$ cat config.mk
export PLATFORM = sky130hd
export DESIGN_NAME = simplex_rx_monitor_flat
export DESIGN_NICKNAME = d
export VERILOG_FILES = /design/src/rtl/simplex_rx_if.sv /design/src/rtl/simplex_rx_monitor.sv /design/src/flat_wrapper.sv
export SDC_FILE = /design/constraint.sdc
export NUM_CORES = 1
export LEC_CHECK = 0
export BUFFER_PORTS_ARGS = -buffer_cell sky130_fd_sc_hd__buf_2
export CORE_MARGIN = 3
export CORE_UTILIZATION = 30
export DETAILED_ROUTE_END_ITERATION = 7
export PLACE_DENSITY_LB_ADDON = 0.25
export REMOVE_ABC_BUFFERS = 1
export SKIP_CTS_REPAIR_TIMING = 1
export SYNTH_ARGS = -nofsm -noshare
export SYNTH_HDL_FRONTEND = slang
export SYNTH_SLANG_ARGS = --single-unit
$ cat constraint.sdc
create_clock -name clk -period 2.5 [get_ports clk]
set_input_delay 0 -clock clk [delete_from_list [all_inputs] [get_ports clk]]
set_output_delay 0 -clock clk [all_outputs]
set_load 0.01 [all_outputs]
$ cat src/rtl/simplex_rx_if.sv
// Decoded RX block stream from the lane block-sync/decoder into the lane monitor.
interface simplex_rx_if;
  logic rx_block_lock;
  logic rx_block_valid;
  logic rx_header_err;
  logic rx_is_sp;
  logic rx_is_idle;
  logic rx_is_ver;
  logic rx_lanes_deskewed;

  modport master (
    output rx_block_lock, rx_block_valid, rx_header_err,
           rx_is_sp, rx_is_idle, rx_is_ver, rx_lanes_deskewed
  );

  modport slave (
    input  rx_block_lock, rx_block_valid, rx_header_err,
           rx_is_sp, rx_is_idle, rx_is_ver, rx_lanes_deskewed
  );
endinterface

$ cat src/rtl/simplex_rx_monitor.sv
// Simplex Aurora RX lane monitor: qualifies alignment, bonding and verification,
// with per-phase watchdog and a fixed-length reset pulse on any fault.
module simplex_rx_monitor #(
  parameter int ALIGN_CNT   = 64,
  parameter int BOND_CNT    = 16,
  parameter int VER_CNT     = 64,
  parameter int VER_ERR_MAX = 4,
  parameter int TIMEOUT     = 65536,
  parameter int RESET_HOLD  = 4
) (
  input  logic        clk,
  input  logic        rst_n,
  input  logic        single_lane,
  simplex_rx_if.slave lane,
  output logic        simplex_aligned,
  output logic        simplex_bonded,
  output logic        simplex_verified,
  output logic        simplex_reset,
  output logic [7:0]  fault_count
);

  localparam int RUN_MAX = (ALIGN_CNT > BOND_CNT) ? ALIGN_CNT : BOND_CNT;
  localparam int RW = $clog2(RUN_MAX + 1);
  localparam int VW = $clog2(VER_CNT + 1);
  localparam int EW = $clog2(VER_ERR_MAX + 2);
  localparam int WW = $clog2(TIMEOUT + 1);
  localparam int HW = $clog2(RESET_HOLD + 1);

  typedef enum logic [2:0] {
    S_ALIGN, S_BOND, S_VERIFY, S_DONE, S_FAULT
  } state_t;

  state_t        state;
  logic [RW-1:0] run_cnt;
  logic [VW-1:0] ver_cnt;
  logic [EW-1:0] err_cnt;
  logic [WW-1:0] wd_cnt;
  logic [HW-1:0] hold_cnt;

  logic one_type, good, bad, ver_good, bond_good;
  logic timed, wd_exp, lock_lost, err_hit, fault_hit;

  assign one_type  = (lane.rx_is_sp ^ lane.rx_is_idle ^ lane.rx_is_ver) &
                     ~(lane.rx_is_sp & lane.rx_is_idle) &
                     ~(lane.rx_is_sp & lane.rx_is_ver) &
                     ~(lane.rx_is_idle & lane.rx_is_ver);
  assign good      = lane.rx_block_valid & ~lane.rx_header_err & lane.rx_block_lock & one_type;
  assign bad       = lane.rx_block_valid & ~good;
  assign ver_good  = good & lane.rx_is_ver;
  assign bond_good = good & lane.rx_is_idle & lane.rx_lanes_deskewed;

  // Fault sources are resolved ahead of any completion in the same cycle.
  assign timed     = (state == S_ALIGN) || (state == S_BOND) || (state == S_VERIFY);
  assign wd_exp    = timed && (wd_cnt == WW'(TIMEOUT - 1));
  assign lock_lost = !lane.rx_block_lock &&
                     ((state == S_BOND) || (state == S_VERIFY) || (state == S_DONE));
  assign err_hit   = (state == S_VERIFY) && lane.rx_block_valid && !ver_good &&
                     (err_cnt == EW'(VER_ERR_MAX));
  assign fault_hit = wd_exp || lock_lost || err_hit;

  always_ff @(posedge clk) begin
    if (!rst_n) begin
      state            <= S_ALIGN;
      run_cnt          <= '0;
      ver_cnt          <= '0;
      err_cnt          <= '0;
      wd_cnt           <= '0;
      hold_cnt         <= '0;
      simplex_aligned  <= 1'b0;
      simplex_bonded   <= 1'b0;
      simplex_verified <= 1'b0;
      simplex_reset    <= 1'b0;
      fault_count      <= '0;
    end else if (fault_hit) begin
      state            <= S_FAULT;
      run_cnt          <= '0;
      ver_cnt          <= '0;
      err_cnt          <= '0;
      wd_cnt           <= '0;
      hold_cnt         <= '0;
      simplex_aligned  <= 1'b0;
      simplex_bonded   <= 1'b0;
      simplex_verified <= 1'b0;
      simplex_reset    <= 1'b1;
      if (fault_count != 8'hFF) fault_count <= fault_count + 8'd1;
    end else begin
      case (state)
        S_ALIGN: begin
          wd_cnt <= wd_cnt + 1'b1;
          if (!lane.rx_block_lock || bad) begin
            run_cnt <= '0;
          end else if (good) begin
            if (run_cnt == RW'(ALIGN_CNT - 1)) begin
              run_cnt         <= '0;
              wd_cnt          <= '0;
              simplex_aligned <= 1'b1;
              if (single_lane) begin
                simplex_bonded <= 1'b1;
                state          <= S_VERIFY;
              end else begin
                state <= S_BOND;
              end
            end else begin
              run_cnt <= run_cnt + 1'b1;
            end
          end
        end
        S_BOND: begin
          wd_cnt <= wd_cnt + 1'b1;
          if (bond_good) begin
            if (run_cnt == RW'(BOND_CNT - 1)) begin
              run_cnt        <= '0;
              wd_cnt         <= '0;
              simplex_bonded <= 1'b1;
              state          <= S_VERIFY;
            end else begin
              run_cnt <= run_cnt + 1'b1;
            end
          end else if (lane.rx_block_valid) begin
            run_cnt <= '0;
          end
        end
        S_VERIFY: begin
          wd_cnt <= wd_cnt + 1'b1;
          if (ver_good) begin
            if (ver_cnt == VW'(VER_CNT - 1)) begin
              ver_cnt          <= '0;
              err_cnt          <= '0;
              wd_cnt           <= '0;
              simplex_verified <= 1'b1;
              state            <= S_DONE;
            end else begin
              ver_cnt <= ver_cnt + 1'b1;
            end
          end else if (lane.rx_block_valid) begin
            err_cnt <= err_cnt + 1'b1;
          end
        end
        S_DONE: ;
        S_FAULT: begin
          if (hold_cnt == HW'(RESET_HOLD - 1)) begin
            hold_cnt      <= '0;
            simplex_reset <= 1'b0;
            state         <= S_ALIGN;
          end else begin
            hold_cnt <= hold_cnt + 1'b1;
          end
        end
        default: state <= S_FAULT;
      endcase
    end
  end

endmodule

$ cat src/flat_wrapper.sv
// flat-port wrapper written by rule: the top's interface ports become plain ports
module simplex_rx_monitor_flat 
#(
  parameter int ALIGN_CNT   = 64,
  parameter int BOND_CNT    = 16,
  parameter int VER_CNT     = 64,
  parameter int VER_ERR_MAX = 4,
  parameter int TIMEOUT     = 65536,
  parameter int RESET_HOLD  = 4
)
  (clk, rst_n, single_lane, simplex_aligned, simplex_bonded, simplex_verified, simplex_reset, fault_count, lane_rx_block_lock, lane_rx_block_valid, lane_rx_header_err, lane_rx_is_sp, lane_rx_is_idle, lane_rx_is_ver, lane_rx_lanes_deskewed);
  simplex_rx_if lane_i ();
  input  logic clk;
  input  logic rst_n;
  input  logic single_lane;
  output logic simplex_aligned;
  output logic simplex_bonded;
  output logic simplex_verified;
  output logic simplex_reset;
  output logic [7:0] fault_count;
  input wire logic [$bits(lane_i.rx_block_lock)-1:0] lane_rx_block_lock;
  input wire logic [$bits(lane_i.rx_block_valid)-1:0] lane_rx_block_valid;
  input wire logic [$bits(lane_i.rx_header_err)-1:0] lane_rx_header_err;
  input wire logic [$bits(lane_i.rx_is_sp)-1:0] lane_rx_is_sp;
  input wire logic [$bits(lane_i.rx_is_idle)-1:0] lane_rx_is_idle;
  input wire logic [$bits(lane_i.rx_is_ver)-1:0] lane_rx_is_ver;
  input wire logic [$bits(lane_i.rx_lanes_deskewed)-1:0] lane_rx_lanes_deskewed;
  assign lane_i.rx_block_lock = lane_rx_block_lock;
  assign lane_i.rx_block_valid = lane_rx_block_valid;
  assign lane_i.rx_header_err = lane_rx_header_err;
  assign lane_i.rx_is_sp = lane_rx_is_sp;
  assign lane_i.rx_is_idle = lane_rx_is_idle;
  assign lane_i.rx_is_ver = lane_rx_is_ver;
  assign lane_i.rx_lanes_deskewed = lane_rx_lanes_deskewed;
  simplex_rx_monitor #(.ALIGN_CNT(ALIGN_CNT), .BOND_CNT(BOND_CNT), .VER_CNT(VER_CNT), .VER_ERR_MAX(VER_ERR_MAX), .TIMEOUT(TIMEOUT), .RESET_HOLD(RESET_HOLD)) u_core (.clk(clk), .rst_n(rst_n), .single_lane(single_lane), .lane(lane_i), .simplex_aligned(simplex_aligned), .simplex_bonded(simplex_bonded), .simplex_verified(simplex_verified), .simplex_reset(simplex_reset), .fault_count(fault_count));
endmodule
==> report_table.html, run 1 <==
<table>
<tr><th>Metric</th><th>Value</th></tr>
<tr><th colspan="2">Setup path</th></tr>
<tr><td>Dominant delay contributor by cell family on the critical path</td><td>simple AND/OR/NAND/NOR gates</td></tr>
<tr><td>Path type of the worst setup path</td><td>flip-flop to flip-flop</td></tr>
<tr><td>Peak per-stage delay on the critical path</td><td>0.38 ns</td></tr>
<tr><td>Crit-path max FO</td><td>6</td></tr>
<tr><td>Arrival time reported for the critical path endpoint</td><td>2.53 ns</td></tr>
<tr><td>Worst-path cell with the longest stage delay</td><td>dfxtp_1</td></tr>
<tr><td>Buffers plus inverters on the worst setup path</td><td>0</td></tr>
<tr><td>Ordered cell list for the critical path</td><td>and4_1 &gt; nand4_1 &gt; nor3_2 &gt; ha_1 &gt; o21ai_0 &gt; and2_4 &gt; a211o_1 &gt; or3_1 &gt; a21boi_1</td></tr>
<tr><td>Element type at the critical path end</td><td>flip-flop</td></tr>
<tr><td>Type of element launching the critical path</td><td>flip-flop</td></tr>
<tr><td>Required time of the critical path</td><td>2.74 ns</td></tr>
<tr><th colspan="2">Finish</th></tr>
<tr><td>Count of non-filler cells in the finished layout</td><td>443</td></tr>
<tr><td>Number of nets in the layout</td><td>356</td></tr>
<tr><td>Growth of design area from synthesis to finish</td><td>13.1%</td></tr>
<tr><td>Share of layout cells above drive strength 1</td><td>14.5%</td></tr>
<tr><td>Fin util</td><td>35.6%</td></tr>
<tr><td>Antenna cell count</td><td>0</td></tr>
<tr><td>Final std cell area, no fill</td><td>2980 um^2</td></tr>
<tr><th colspan="2">Run status</th></tr>
<tr><td>Outcome</td><td>completed</td></tr>
<tr><th colspan="2">Global routing</th></tr>
<tr><td>First-pass GRT wire length</td><td>9510 um</td></tr>
<tr><td>Maximum number of pins on one net before global-route repair</td><td>16</td></tr>
<tr><td>GR Overflow Total</td><td>0</td></tr>
<tr><td>Number of global-route vias before repair</td><td>2094</td></tr>
<tr><td>Number of antenna violations at the first check in global routing</td><td>0</td></tr>
<tr><td>GRT Util Overall</td><td>11.4%</td></tr>
<tr><th colspan="2">Yosys</th></tr>
<tr><td>Prevailing post-synth register cell</td><td>dfxtp_1</td></tr>
<tr><td>Synth cell count leaders</td><td>dfxtp_1 (52), nor2_1 (38), nand2_1 (36), nand3_1 (17), xor2_1 (14)</td></tr>
<tr><td>Cell taking the most area after synthesis</td><td>dfxtp_1</td></tr>
<tr><td>Number of enable flip-flop cells after synthesis</td><td>0</td></tr>
<tr><td>Avg Inst Size Synth</td><td>8.51 um^2</td></tr>
<tr><td>Flops &amp; latches, synth</td><td>52</td></tr>
<tr><td>Share of Yosys cell area claimed by the top area cell type</td><td>39.5%</td></tr>
<tr><td>Most numerous cell in the Yosys netlist</td><td>dfxtp_1</td></tr>
<tr><td>Async S/R FF share, synth</td><td>0%</td></tr>
<tr><td>Top post-synthesis cells by area</td><td>dfxtp_1 (39%), nor2_1 (5.4%), nand2_1 (5.1%), xor2_1 (4.6%), ha_1 (4.3%)</td></tr>
<tr><td>Summed instance area of the synthesized netlist</td><td>2640 um^2</td></tr>
<tr><td>Part of the Yosys area used for sequential elements</td><td>39.5%</td></tr>
<tr><td>Number of instances in the synthesized netlist</td><td>310</td></tr>
<tr><td>Synth Warn #</td><td>0</td></tr>
<tr><td>Post-synthesis cell type count</td><td>52</td></tr>
<tr><th colspan="2">STA</th></tr>
<tr><td>Count of final max-slew check failures</td><td>0</td></tr>
<tr><td>Worst Skew</td><td>0.00658 ns</td></tr>
<tr><td>Final hold slack</td><td>0.0456 ns</td></tr>
<tr><td>Final critical-path required period</td><td>2.29 ns</td></tr>
<tr><td># setup viols final</td><td>0</td></tr>
<tr><td>Total negative slack</td><td>0 ns</td></tr>
<tr><td>Period Utilization, post-route</td><td>91.6%</td></tr>
<tr><td>Final setup margin</td><td>0.210 ns</td></tr>
<tr><td>Worst rel slew slack</td><td>62.7%</td></tr>
<tr><td>Final-report hold violation count</td><td>0</td></tr>
<tr><td>Slew at the pin closest to its max-slew limit</td><td>0.556 ns</td></tr>
<tr><td>RSZ-0062 raised after global routing</td><td>false</td></tr>
<tr><td>Max Freq</td><td>0.437 GHz</td></tr>
<tr><th colspan="2">Clocking</th></tr>
<tr><td>Clock Tree Buf Depth</td><td>2</td></tr>
<tr><td>Clock net sink count</td><td>52</td></tr>
<tr><td>Clock latency of the later-clocked register in the worst-skew pair</td><td>0.30 ns</td></tr>
<tr><td>Clock-pin slew on the worst setup and hold paths</td><td>0.09 ns</td></tr>
<tr><td>Number of levels in the clock H-tree</td><td>2</td></tr>
<tr><td>Root buf cell</td><td>clkbuf_8</td></tr>
<tr><td>Num CTS Buffers</td><td>5</td></tr>
<tr><td>Clock tree from TritonCTS</td><td>yes</td></tr>
<tr><th colspan="2">Floorplanning</th></tr>
<tr><td>Die span in x</td><td>99.8 um</td></tr>
<tr><td>I/O pin total</td><td>22</td></tr>
<tr><td>Count of standard-cell rows</td><td>33</td></tr>
<tr><td>Overall die area</td><td>9950 um^2</td></tr>
<tr><td>Starting utilization of the core area</td><td>31.5%</td></tr>
<tr><td>Height of the chip</td><td>99.8 um</td></tr>
<tr><td>Area of the core</td><td>8380 um^2</td></tr>
<tr><th colspan="2">Routing</th></tr>
<tr><td>Via-per-instance ratio</td><td>4.90</td></tr>
<tr><td>Via count</td><td>2172</td></tr>
<tr><td>Total iterations of the first detailed-routing run</td><td>4</td></tr>
<tr><td>Count of unresolved DRC violations after routing</td><td>0</td></tr>
<tr><td>Number of DRC markers after the initial detailed-route iteration</td><td>77</td></tr>
<tr><td>Antenna-violating nets left</td><td>0</td></tr>
<tr><td>Detailed Route WL</td><td>5280 um</td></tr>
<tr><td>Routed length per placed instance</td><td>11.9 um</td></tr>
<tr><th colspan="2">Placement</th></tr>
<tr><td>Count of input and output buffers</td><td>21</td></tr>
<tr><td>Final HPWL DP</td><td>3920 um</td></tr>
<tr><td>DP Worst Slack</td><td>0.109 ns</td></tr>
<tr><td>Placed inst area</td><td>2860 um^2</td></tr>
<tr><td>Routability congestion estimate</td><td>0.824</td></tr>
<tr><td>Post-placement cell count</td><td>434</td></tr>
<tr><th colspan="2">Run</th></tr>
<tr><td>Max-cap viol count</td><td>0</td></tr>
<tr><th colspan="2">Worst hold path</th></tr>
<tr><td>Path type of the worst min-delay path</td><td>primary input to flip-flop</td></tr>
<tr><th colspan="2">Pwr</th></tr>
<tr><td>Maximum ir drop on the vdd rail</td><td>0.000219 V</td></tr>
<tr><td>P per Cell Area</td><td>496 nW/um^2</td></tr>
<tr><td>P_leak</td><td>1.10 nW</td></tr>
<tr><td>Final Total Pwr</td><td>1.48 mW</td></tr>
</table>
-- routing by layer --
layer / vias to the layer above / routed length (um) / global-route usage, %
met5: - / 0 / 0
met1: 996 / 2590 / 14.8
met4: 0 / 66 / 3.15
li1: 1149 / - / -
met2: 22 / 2500 / 19.3
met3: 5 / 119 / 2.17
-- final timing paths --
kind,endpoint,start,slack (ns),cells past startpoint
worst min register to register,u_core.ver_cnt[6],u_core.ver_cnt[6],0.46,2
worst max register to register,u_core.fault_count[5],u_core.wd_cnt[5],0.21,9
worst min-delay path,u_core.simplex_reset,rst_n,0.05,2
worst max-delay path,u_core.fault_count[5],u_core.wd_cnt[5],0.21,9
-- report_power, final --
part	total [mW]	switching, mW	internal [mW]
Clock	0.568	0.270	0.297
Sequential	0.838	0.00508	0.833
Combinational	0.0756	0.0462	0.0293
-- cell families (layout without fill, tap and decap cells) --
group / Yosys count / after routing / share of synthesized area [%]
AOI/OAI and AO/OA: 52 / 52 / 12.8
DFF: 52 / 52 / 39.5
and+or+nand+nor: 151 / 151 / 30.6
muxes: 4 / 4 / 1.52
adders and majority gates: 9 / 9 / 4.27
buffers and inverters: 18 / 46 / 3.46
xor gates and xnor gates: 24 / 24 / 7.97
-- registers in the layout (all words and copies together), names as in the netlist, 3 cells and up --
name                count
u_core.run_cnt          7
u_core.ver_cnt          7
u_core.state            3
u_core.wd_cnt          17
u_core.fault_count      8
u_core.hold_cnt         3
u_core.err_cnt          3
-- layout by cell type (no fill, tap or decap), types with 5 or more instances in the layout --
| cell type | instances |
|---|---|
| a21oi_1 | 12 |
| a31oi_1 | 7 |
| and3_1 | 7 |
| buf_2 | 21 |
| buf_4 | 6 |
| clkbuf_8 | 5 |
| dfxtp_1 | 50 |
| ha_1 | 9 |
| inv_1 | 11 |
| nand2_1 | 36 |
| nand2b_1 | 5 |
| nand3_1 | 17 |
| nand4_1 | 6 |
| nor2_1 | 38 |
| nor3_1 | 9 |
| o21ai_0 | 11 |
| or3_1 | 8 |
| xnor2_1 | 10 |
| xor2_1 | 14 |
-- final cells by class --
cell class              count  area [um^2]
clock buffers               6         72.6
clock inverters             2         35.0
fillers                   892         5400
inverters                  11         41.3
multi-input cells         240         1510
flip-flops and latches     52         1040
well taps                 105          131
repair buffers             27          150
-- worst reg2reg max path, stage by stage, from the launching register on --
cell and delay (ns):
dfxtp_1 0.38, and4_1 0.25, nand4_1 0.18, nor3_2 0.22
ha_1 0.16, o21ai_0 0.13, and2_4 0.19, a211o_1 0.27
or3_1 0.32, a21boi_1 0.13
Note: power is estimated with default switching activity, not from simulation.
==> inputs of run 2 (changes only) <==
--- a/config.mk
+++ b/config.mk
@@ -5,10 +5,10 @@
 export SDC_FILE = /design/constraint.sdc
 export NUM_CORES = 1
 export LEC_CHECK = 0
-export BUFFER_PORTS_ARGS = -buffer_cell sky130_fd_sc_hd__buf_2
 export CORE_MARGIN = 3
 export CORE_UTILIZATION = 30
 export DETAILED_ROUTE_END_ITERATION = 7
+export DONT_BUFFER_PORTS = 1
 export PLACE_DENSITY_LB_ADDON = 0.25
 export REMOVE_ABC_BUFFERS = 1
 export SKIP_CTS_REPAIR_TIMING = 1
==> run 2 against run 1 <==
Effect of this change:
- design area decreased by 2.9%
- sequential power hardly changed
- total power fell by 6.2%
- core utilization fell by 1.0 points
- final cell count down 3.8%
- clock skew decreased by 0.0016 ns
- register-to-register slack got worse by 0.03 ns
- clock-buffer cell count rose by 2
- combinational power shrank 12%
- critical path depth stayed put
- sequential cell count unchanged
- global-route usage decreased by 0.49 points
- critical path type unchanged
- critical endpoint unchanged
==> report_table.html, run 2 (synthesis gave the netlist of run 1 again) <==
<table>
<tr><th>Metric</th><th>Value</th></tr>
<tr><th colspan="2">Placement</th></tr>
<tr><td>DP Worst Slack</td><td>0.175 ns (+0.0659 ns)</td></tr>
<tr><td>Final HPWL DP</td><td>3990 um (+1.8%)</td></tr>
<tr><td>Count of input and output buffers</td><td>0 (-100%)</td></tr>
<tr><td>Routability congestion estimate</td><td>0.794 (-3.7%)</td></tr>
<tr><th colspan="2">Routing</th></tr>
<tr><td>Via-per-instance ratio</td><td>4.96 (+1.1%)</td></tr>
<tr><td>Count of unresolved DRC violations after routing</td><td>0 (unchanged)</td></tr>
<tr><td>Routed length per placed instance</td><td>12.3 um (+3.4%)</td></tr>
<tr><td>Via count</td><td>2111 (-2.8%)</td></tr>
<tr><td>Antenna-violating nets left</td><td>0 (unchanged)</td></tr>
<tr><td>Sum of routed wire segments on met1</td><td>2570 um (-0.85%)</td></tr>
<tr><td>Number of DRC markers after the initial detailed-route iteration</td><td>64 (-17%)</td></tr>
<tr><td>Highest layer used for signal routing</td><td>met4</td></tr>
<tr><td>Detailed Route WL</td><td>5250 um (-0.59%)</td></tr>
<tr><td>Detail Route met2 WL</td><td>2420 um (-3.2%)</td></tr>
<tr><td>Total length of routed met3 wires</td><td>138 um (+16%)</td></tr>
<tr><td>Total iterations of the first detailed-routing run</td><td>4 (unchanged)</td></tr>
<tr><th colspan="2">Worst hold path</th></tr>
<tr><td>Path type of the worst min-delay path</td><td>primary input to flip-flop</td></tr>
<tr><td>Min-Delay Startpoint</td><td>lane_rx_block_valid</td></tr>
<tr><th colspan="2">Floorplanning</th></tr>
<tr><td>Area of the core</td><td>8380 um^2 (unchanged)</td></tr>
<tr><td>Overall die area</td><td>9950 um^2 (unchanged)</td></tr>
<tr><td>Count of standard-cell rows</td><td>33 (unchanged)</td></tr>
<tr><td>I/O pin total</td><td>22 (unchanged)</td></tr>
<tr><td>Height of the chip</td><td>99.8 um (unchanged)</td></tr>
<tr><td>Starting utilization of the core area</td><td>31.5% (unchanged)</td></tr>
<tr><td>Die span in x</td><td>99.8 um (unchanged)</td></tr>
<tr><th colspan="2">Pwr</th></tr>
<tr><td>Internal power consumption</td><td>1.09 mW (-6.4%)</td></tr>
<tr><td>P per Cell Area</td><td>480 nW/um^2 (-3.3%)</td></tr>
<tr><td>Switching power total</td><td>0.304 mW (-5.5%)</td></tr>
<tr><td>Register share of total power</td><td>60.3% (+3.7 points)</td></tr>
<tr><td>Clock network fraction of total power</td><td>34.9% (-3.4 points)</td></tr>
<tr><td>Switching fraction of total power</td><td>21.9% (+0.16 points)</td></tr>
<tr><td>P_leak</td><td>1.00 nW (-8.5%)</td></tr>
<tr><td>Maximum ir drop on the vdd rail</td><td>0.000197 V (-10%)</td></tr>
<tr><td>Combinational power share</td><td>4.8% (-0.3 points)</td></tr>
<tr><th colspan="2">STA</th></tr>
<tr><td>Slew at the pin closest to its max-slew limit</td><td>0.556 ns (+0.0000191 ns)</td></tr>
<tr><td>Final critical-path required period</td><td>2.32 ns (+0.0301 ns)</td></tr>
<tr><td>Worst rel slew slack</td><td>62.7% (about the same)</td></tr>
<tr><td>Worst Skew</td><td>0.00502 ns (-0.00157 ns)</td></tr>
<tr><td># setup viols final</td><td>0 (unchanged)</td></tr>
<tr><td>Total negative slack</td><td>0 ns (unchanged)</td></tr>
<tr><td>Period Utilization, post-route</td><td>92.8% (+1.2 points)</td></tr>
<tr><td>Final setup margin</td><td>0.180 ns (-0.0301 ns)</td></tr>
<tr><td>RSZ-0062 raised after global routing</td><td>false</td></tr>
<tr><td>Final-report hold violation count</td><td>0 (unchanged)</td></tr>
<tr><td>Max Freq</td><td>0.431 GHz (-1.3%)</td></tr>
<tr><td>Count of final max-slew check failures</td><td>0 (unchanged)</td></tr>
<tr><th colspan="2">Setup path</th></tr>
<tr><td>Launch point of the worst path</td><td>u_core.wd_cnt[5]</td></tr>
<tr><td>Type of element launching the critical path</td><td>flip-flop</td></tr>
<tr><td>Path type of the worst setup path</td><td>flip-flop to flip-flop</td></tr>
<tr><td>Beginning of the worst register-to-register path</td><td>u_core.wd_cnt[5]</td></tr>
<tr><td>Arrival time reported for the critical path endpoint</td><td>2.56 ns (+0.03 ns)</td></tr>
<tr><td>Element type at the critical path end</td><td>flip-flop</td></tr>
<tr><td>Required time of the critical path</td><td>2.74 ns (about the same)</td></tr>
<tr><td>Crit-path max FO</td><td>6 (unchanged)</td></tr>
<tr><th colspan="2">Clocking</th></tr>
<tr><td>Number of levels in the clock H-tree</td><td>2 (unchanged)</td></tr>
<tr><td>Clock Tree Buf Depth</td><td>2 (unchanged)</td></tr>
<tr><td>Root buf cell</td><td>clkbuf_8</td></tr>
<tr><td>Num CTS Buffers</td><td>5 (unchanged)</td></tr>
<tr><td>Clock-pin slew on the worst setup and hold paths</td><td>0.09 ns (about the same)</td></tr>
<tr><td>Clock tree from TritonCTS</td><td>yes</td></tr>
<tr><td>Clock latency of the later-clocked register in the worst-skew pair</td><td>0.30 ns (about the same)</td></tr>
<tr><td>Clock net sink count</td><td>52 (unchanged)</td></tr>
<tr><th colspan="2">Global routing</th></tr>
<tr><td>GR Overflow Total</td><td>0 (unchanged)</td></tr>
<tr><td>Maximum number of pins on one net before global-route repair</td><td>15 (-1)</td></tr>
<tr><td>GRT Util Overall</td><td>10.9% (-0.49 points)</td></tr>
<tr><td>Number of antenna violations at the first check in global routing</td><td>0 (unchanged)</td></tr>
<tr><td>First-pass GRT wire length</td><td>9000 um (-5.3%)</td></tr>
<tr><td>Number of global-route vias before repair</td><td>1957 (-6.5%)</td></tr>
<tr><th colspan="2">Finish</th></tr>
<tr><td>Most frequent standard cell in the layout excluding fill and tap cells</td><td>dfxtp_1</td></tr>
<tr><td>Antenna cell count</td><td>0 (unchanged)</td></tr>
<tr><td>Most frequent cells in the layout</td><td>dfxtp_1 (50), nor2_1 (38), nand2_1 (36), nand3_1 (17), xor2_1 (14)</td></tr>
<tr><td>Share of layout cells above drive strength 1</td><td>9.03% (-5.5 points)</td></tr>
<tr><td>Number of flip-flops in the largest register</td><td>17 (unchanged)</td></tr>
<tr><td>Growth of design area from synthesis to finish</td><td>9.82%</td></tr>
<tr><td>Largest registers</td><td>u_core.wd_cnt: 17 flops, u_core.fault_count: 8 flops</td></tr>
<tr><td>Register with the most flip-flops</td><td>u_core.wd_cnt</td></tr>
<tr><td>Number of nets in the layout</td><td>339 (-4.8%)</td></tr>
<tr><th colspan="2">Run</th></tr>
<tr><td>Max-cap viol count</td><td>0 (unchanged)</td></tr>
<tr><th colspan="2">Run status</th></tr>
<tr><td>Outcome</td><td>completed</td></tr>
</table>
run 2: cell count changes in the layout (fill, tap and decap cells not counted), sizes merged:
cell / delta
bufinv: -1
clkbuf: +2
buf: -19
clkinv: -1
dlygate4sd3: +2
run 2: critical path: stages (launching register included):
cell and delay, ns:
dfxtp_1 0.39, and4_1 0.25, nand4_1 0.18, nor3_1 0.22, ha_1 0.16, o21ai_0 0.13
and2_4 0.19, a211o_1 0.29, or3_1 0.32, a21boi_1 0.13
run 2: per-layer routing:
| layer | up-vias | global-route usage, % |
|---|---|---|
| met2 | 28 | 17.8 |
| li1 | 1107 | - |
| met4 | 0 | 4.31 |
| met1 | 970 | 13.8 |
| met5 | - | 0 |
| met3 | 6 | 2.73 |
run 2: cell type report:
class,count,area [um^2]
clock buffers,8,90.1
fillers,862,5490
inverters,11,41.3
multi-input cells,240,1510
flip-flops and latches,52,1040
well taps,105,131
repair buffers,10,80.1
run 2: path summary, 6_finish.rpt:
check | endpoint | slack, ns | cells after the start
hold reg to reg | u_core.ver_cnt[6] | 0.46 | 2
hold / removal | u_core.err_cnt[0] | 0.03 | 3
setup reg to reg | u_core.fault_count[5] | 0.18 | 9
setup / recovery | u_core.fault_count[5] | 0.18 | 9
run 2: per-stage QoR:
step	utilization (%)	power [mW]	hold WS [ns]	instances	area, um^2
after floorplan	-	0.902	0.122	303	2590
after global placement	33.2	0.919	0.124	416	2780
after detailed placement	33.2	0.920	0.126	416	2780
after CTS	34.2	1.41	-0.192	424	2870
after global routing	34.6	1.45	0.0252	426	2900
final	34.6	1.39	0.0304	426	2900
run 2: power by group through the flow:
| stage | clock, mW | sequential (mW) | combinational (mW) |
|---|---|---|---|
| floorplan | 0 | 0.856 | 0.0459 |
| global placement | 0 | 0.857 | 0.0621 |
| detailed placement | 0 | 0.857 | 0.0627 |
| CTS | 0.509 | 0.838 | 0.0629 |
| global route | 0.536 | 0.840 | 0.0757 |
| finish | 0.485 | 0.838 | 0.0669 |
